===== config.mk =====
export PLATFORM = sky130hd
export DESIGN_NAME = regfile_write_arbiter
export DESIGN_NICKNAME = d
export VERILOG_FILES = /design/src/rtl/regfile_write_arbiter.sv
export SDC_FILE = /design/constraint.sdc
export NUM_CORES = 1
export LEC_CHECK = 0
export ABC_AREA = 0
export CAP_MARGIN = 20
export CORE_MARGIN = 3
export CORE_UTILIZATION = 38
export DETAILED_ROUTE_END_ITERATION = 10
export PLACE_DENSITY = 0.93
export SYNTH_ARGS = -nofsm -noshare
export SYNTH_HDL_FRONTEND = slang
export SYNTH_SLANG_ARGS = --single-unit

===== constraint.sdc =====
create_clock -name clk -period 3.28 [get_ports clk]
set_input_delay 0.328 -clock clk [delete_from_list [all_inputs] [get_ports clk]]
set_output_delay 0.328 -clock clk [all_outputs]
set_load 0.02 [all_outputs]

===== src/rtl/regfile_write_arbiter.sv =====
// Four-requester round-robin write arbiter for a single register-file write port.
// Define REGFILE_CLEAR_EN to add a post-reset sweep that zeroes every register before arbitration.
module regfile_write_arbiter #(
    parameter int unsigned DBITS = 32,
    parameter int unsigned ABITS = 4
) (
    input  logic               clk,
    input  logic               reset,
    input  logic [3:0]         req_valid,
    input  logic [4*ABITS-1:0] req_ind,
    input  logic [4*DBITS-1:0] req_data,
    output logic [3:0]         req_ready,
    output logic               rf_wrtEn,
    output logic [ABITS-1:0]   rf_wrtInd,
    output logic [DBITS-1:0]   rf_dIn,
    output logic               busy,
    output logic [1:0]         grant_id
);

    logic [1:0] last_grant;
    logic [1:0] winner;
    logic [1:0] cand;
    logic       found;
    logic       arb_en;
    logic       xfer;

`ifdef REGFILE_CLEAR_EN
    typedef enum logic {StClear, StArb} state_e;
    state_e           state;
    logic [ABITS-1:0] sweep_cnt;

    assign arb_en = (state == StArb);
`else
    assign arb_en = 1'b1;
    assign busy   = 1'b0;
`endif

    // Search starts one past the last granted requester and wraps 3 -> 0.
    always_comb begin
        winner = '0;
        found  = 1'b0;
        cand   = '0;
        for (int k = 1; k <= 4; k++) begin
            cand = last_grant + 2'(k);
            if (!found && req_valid[cand]) begin
                winner = cand;
                found  = 1'b1;
            end
        end
        req_ready = '0;
        if (arb_en && found) begin
            req_ready[winner] = 1'b1;
        end
    end

    assign xfer = arb_en && found;

    always_ff @(posedge clk or posedge reset) begin
        if (reset) begin
            rf_wrtEn   <= 1'b0;
            rf_wrtInd  <= '0;
            rf_dIn     <= '0;
            grant_id   <= '0;
            last_grant <= 2'd3;
`ifdef REGFILE_CLEAR_EN
            state      <= StClear;
            busy       <= 1'b1;
            sweep_cnt  <= '0;
`endif
        end else begin
            rf_wrtEn <= xfer;
            if (xfer) begin
                rf_wrtInd  <= req_ind[winner*ABITS +: ABITS];
                rf_dIn     <= req_data[winner*DBITS +: DBITS];
                grant_id   <= winner;
                last_grant <= winner;
            end
`ifdef REGFILE_CLEAR_EN
            if (state == StClear) begin
                rf_wrtEn  <= 1'b1;
                rf_wrtInd <= sweep_cnt;
                rf_dIn    <= '0;
                sweep_cnt <= sweep_cnt + 1'b1;
                // Leave the sweep on the edge that issues the last index.
                if (&sweep_cnt) begin
                    state <= StArb;
                    busy  <= 1'b0;
                end
            end
`endif
        end
    end

endmodule


Yosys cells after proc, flatten, opt, wreduce, memory -nomap -nowiden
Cells that the tools add are included.
Widths: inputs -> output; s select.
{"block": "word_totals", "regBits": 41, "input_bits": 150}
{"block": "op_classes", "addsub": 3, "reduce_logical": 7, "shift": 2, "n_mux": 19, "magnitude_cmp": 6}
{"cell": "$shiftx 128x8->32", "n": 1}
{"cell": "$shiftx 16x5->4", "n": 1}
{"cell": "$lt 2x3->1 const B", "n": 5}
{"cell": "$mux 1", "n": 9}
{"cell": "$bmux 1 s2", "n": 4}
{"cell": "$mux 2", "n": 4}
{"cell": "$add 2x2->2 const B", "n": 2}
{"cell": "$logic_and 1x1->1", "n": 4}
{"cell": "$mux 4", "n": 1}
{"cell": "$logic_not 1->1", "n": 3}
{"cell": "$add 2x1->2 const B", "n": 1}
{"cell": "$demux 1 s2", "n": 1}
{"cell": "$ge 2x1->1 const B", "n": 1}

Logic depth before layout (Yosys ltp)
{"block": "depth", "depth_word": 18, "depth_mapped": 7}

Worst setup path after synthesis
OpenSTA, ideal clock, no wires.
{"block": "synth_path", "path_type": "register -> output", "from": "reg last_grant[0]", "to": "out req_ready[1]", "arrival_time_ns": 1.741, "n_path_buf": 2, "stages_incl_launch_ff": 7, "required_ns": 2.952, "path_slack_ns": 1.211, "cell_sequence": "dfstp_2 > nand2b_1 > o211ai_1 > o221a_2 > buf_2 > buf_2 > nor3_1"}
{"block": "synth_via", "elab_chain_cells": 18, "elab_cells_between_ends": 31, "cone_classes": "add/sub: 3; order compare: 2; mux: 19; reduce/logical: 7"}
{"item": "from (decl)", "line_no": "20", "source": "logic [1:0] last_grant;"}
{"item": "from (signal assigned)", "line_no": "76", "source": "last_grant <= winner;"}
{"item": "$add 2x1->2", "line_no": "44", "source": "cand = last_grant + 2'(k);"}
{"item": "$bmux 1 s2", "line_no": "45", "source": "if (!found && req_valid[cand]) begin"}
{"item": "$mux 1 (not written as such)", "line_no": "45"}
{"item": "$mux 1", "line_no": "45"}
{"item": "$logic_not 1->1", "line_no": "45"}
{"item": "$logic_and 1x1->1", "line_no": "45"}
{"item": "$mux 1", "line_no": "45"}
{"item": "$logic_not 1->1", "line_no": "45"}
{"item": "(+2 left out)"}
{"item": "$logic_not 1->1", "line_no": "45"}
{"item": "$logic_and 1x1->1", "line_no": "45"}
{"item": "$mux 2", "line_no": "45"}
{"item": "$lt 2x3->1 (not written as such) / $ge 2x1->1 (equally long branches)", "line_no": "52", "source": "req_ready[winner] = 1'b1;"}
{"item": "$logic_and 1x1->1 (not written as such)", "line_no": "52"}
{"item": "$mux 1 (not written as such)", "line_no": "52"}
{"item": "$demux 1 s2", "line_no": "52"}
{"item": "$mux 4 *", "line_no": "51", "source": "if (arb_en && found) begin"}
{"item": "to (decl)", "line_no": "12", "source": "output logic [3:0] req_ready,"}
Mark *: on every way between the ends. The rest lies on a longest branch, timed or not. The select of a mux whose other input is x is not followed.

Worst setup path after layout
{"block": "layout_path", "from": "in req_valid[3]", "to": "out req_ready[0]"}
{"block": "layout_via", "elab_chain_cells": 17, "elab_cells_between_ends": 28, "cone_classes": "order compare: 2; mux: 19; reduce/logical: 7"}
{"item": "from (decl)", "line_no": "9", "source": "input logic [3:0] req_valid,"}
{"item": "$bmux 1 s2", "line_no": "45"}
{"item": "$mux 1 (not written as such)", "line_no": "45"}
{"item": "$mux 1", "line_no": "45"}
{"item": "$logic_not 1->1", "line_no": "45"}
{"item": "$logic_and 1x1->1", "line_no": "45"}
{"item": "$mux 1", "line_no": "45"}
{"item": "$logic_not 1->1", "line_no": "45"}
{"item": "$logic_and 1x1->1", "line_no": "45"}
{"item": "$mux 1", "line_no": "45"}
{"item": "$logic_not 1->1", "line_no": "45"}
{"item": "$logic_and 1x1->1", "line_no": "45"}
{"item": "$mux 2", "line_no": "45"}
{"item": "$lt 2x3->1 (not written as such) / $ge 2x1->1 (equally long branches)", "line_no": "52"}
{"item": "$logic_and 1x1->1 (not written as such)", "line_no": "52"}
{"item": "$mux 1 (not written as such)", "line_no": "52"}
{"item": "$demux 1 s2", "line_no": "52"}
{"item": "$mux 4 *", "line_no": "51"}
Marks and branches as above.

==> results.yml <==
worst_setup_path:
  crit_type: "input pin to output port"
  crit_path_start_kind: "input pin"
  worst-endpoint-required_ns: 2.95
  cpMostUsedCell: "clkdlybuf4s50_1"
  cp_slowest_cell: "clkdlybuf4s50_1"
  critPathTopFamily: "buffers and inverters"
  slowest_delay_ns: 0.62
  cp_num_buf_inv: 3
  worstPathArrival_ns: 2.53
  end_kind: "output port"
  cp_cell_sequence: "clkdlybuf4s50_1 -> nand2b_1 -> o211ai_1 -> o221a_2 -> buf_4 -> nor2_1 -> clkdlybuf4s50_1"
  cp_max_fo: 19
routing:
  avgRoutedWirePerCell_um: 17.86
  vias: 2679
  drt-pass1-iter-count: 4
  drc_errors: 0
  ant_nets: 0
  wl_met1_um: 3469
  dr_wl_met3_um: 610
  drt_iter0_markers: 53
  wl_met2_um: 4994
  vias_per_cell: 5.182
  routed_wl_um: 9234
  routed.top_layer: "met4"
placement:
  hpwl_um: 7398
  place_inst: 509
  gp_congestion: 0.7521
  portBuffers: 192
clock_tree:
  cts-root-buf: "clkbuf_8"
  h-tree-depth: 2
  clockBufferDepth: 2
  numCtsBuffers: 5
  cts_hold_buf: 0
  cts_tree: "built"
  cts_sinks: 41
  clk_latency_ns: 0.29
  cts.clk_slew.worst_paths_ns: 0.08
  cts_resized: 0
  post_cts_buffers: 0
pwr:
  powerDensity_nw_per_um2: 726.5
  peakVddDrop_mv: 0.6037
  leakage_nw: 1.959
timing:
  setup_viol: 0
  hold_violations: 0
  slew-limit-headroom: 0.4906
  setup_tns_ns: 0
  grt_setup_unrepaired: "no"
  min_period_ns: 2.857
  fin_crit_sh: 0.8709
  tightest_slew_ns: 0.7623
  slew_viol_final: 0
  clock.fmax_mhz: 350.1
  fin_skew_ns: 0.006148
synth:
  ys_ff_latch: 41
  avgSynthCellArea_sq_um: 11.75
  synth_common_cells: "mux2i_1 (72), nor2_1 (40), dfrtp_1 (39)"
  synth_cell_types: 29
  synthTopCellsByArea: "dfrtp_1 (36%), mux2i_1 (26%), a221oi_2 (16%)"
  yosys.area.top_type_share: 0.3565
  yosys_warnings: 0
  synth_seq_area_share: 0.3757
  syn_area_sq_um: 2738
  synth_cells: 233
  synthArstFlopShare: 1.000
  synth_edf_count: 0
  yosys.area.top_type: "dfrtp_1"
  ys.flop_type: "dfrtp_1"
  synth_most_common_cell: "mux2i_1"
  synth_nets: 383
flow_run:
  maxCapViolations: 0
finish:
  final_cells: 517
  syn2layout_area_growth_pct: 74.54
  layout.nets: 570
  drive_gt1_frac: 0.1235
  multi_input_comb_area_sq_um: 1539
  fillers: 543
  seqCellArea_sq_um: 1028
  antenna_cells: 0
  final_util: 0.6918
die:
  die_width_um: 90.88
  coreArea_sq_um: 6907
  core.rowCount: 30
  die_y_um: 90.88
  die-area_sq_um: 8259
  initial_utilization: 0.3964
  io_pins: 194
hold_path:
  min_path_type: "input pin to async pin"
global_routing:
  antenna_found_initial: 0
  grt_overflow: 0
  track_usage: 0.2203
  grt_pass1_vias: 3055
  grt_max_degree: 37
  grt_pass1_wl_um: 14840
outcome:
  status: "completed"
-- routing by layer --
metal	global-route usage	vias to the layer above
met5	0	-
met2	0.4175	113
met3	0.05417	14
li1	-	1257
met4	0.05528	0
met1	0.2444	1295
-- path summary, 6_finish.rpt --
path / startpoint / endpoint / slack, ns / cells past startpoint
max in group asynchronous: reset / rf_dIn[17] / 2.21 / 3
setup / recovery: req_valid[3] / req_ready[0] / 0.42 / 7
min in group clk: grant_id[0] / grant_id[0] / 0.50 / 1
setup reg to reg: last_grant[0] / rf_dIn[30] / 0.97 / 6
hold reg to reg: grant_id[0] / grant_id[0] / 0.50 / 1
hold / removal: reset / rf_dIn[30] / 0.36 / 2
-- kinds of logic after synthesis --
kind of cell / Yosys count / synth area share
other: 1 / 0.001370
buffers and inverters: 22 / 0.06627
muxes: 72 / 0.2633
DFF: 41 / 0.3757
AOI/OAI and AO/OA: 46 / 0.2112
and+or+nand+nor: 51 / 0.08226
-- state kept, by name, indices dropped and copies added (netlist names) --
signal and cells:
rf_wrtEn 1, last_grant 2, rf_wrtInd 4, grant_id 2
rf_dIn 32
-- cells in the final DEF, fill, tap and decap left out, drive strengths merged --
| cell | instances |
|---|---|
| clkdlybuf4s50 | 192 |
| mux2i | 72 |
| nor2 | 41 |
| dfrtp | 39 |
| a221oi | 36 |
| buf | 8 |
| clkbuf | 7 |
| nand2b | 4 |
| o21a | 4 |
| nand2 | 2 |
| dfstp | 2 |
| clkinv | 2 |
| nor4 | 1 |
| inv | 1 |
| a21boi | 1 |
| a21oi | 1 |
| or3 | 1 |
| o211ai | 1 |
| o221a | 1 |
| o21ai | 1 |
| nor3b | 1 |
| o221ai | 1 |
| nor3 | 1 |
| conb | 1 |
-- power by group --
group          leakage, nW  switching (mW)  internal, mW
Sequential           0.462           0.147         0.761
Clock               0.0542           0.175         0.190
Combinational         1.44            1.10          1.10
-- layout make-up --
type	instances	area share
Timing Repair Buffer	200	0.4148
Multi-Input combinational cell	170	0.3221
Tap cell	96	0.02514
Clock inverter	1	0.001047
Inverter	2	0.001571
Clock buffer	7	0.02016
Sequential cell	41	0.2152
-- stage by stage --
stage / worst slack [ns] / hold slack, ns / power [mW] / area (sq um)
2_1_floorplan: 1.211 / 0.5026 / 2.314 / 2738
3_3_place_gp: 0.5572 / 0.4663 / 3.066 / 4677
3_5_place_dp: 0.4497 / 0.4839 / 3.137 / 4677
4_1_cts: 0.4426 / 0.3635 / 3.514 / 4778
5_1_grt: 0.2727 / 0.4002 / 3.676 / 4778
6_report: 0.4233 / 0.3588 / 3.471 / 4778
-- worst reg2reg max path, cell delays in order, from the launching register on --
cell	delay, ns
dfstp_2	0.54
nand2b_1	0.17
a21oi_1	0.14
nor3b_4	0.26
buf_4	0.54
mux2i_1	0.17
a221oi_1	0.37
Power figures use the tool's default switching activity.
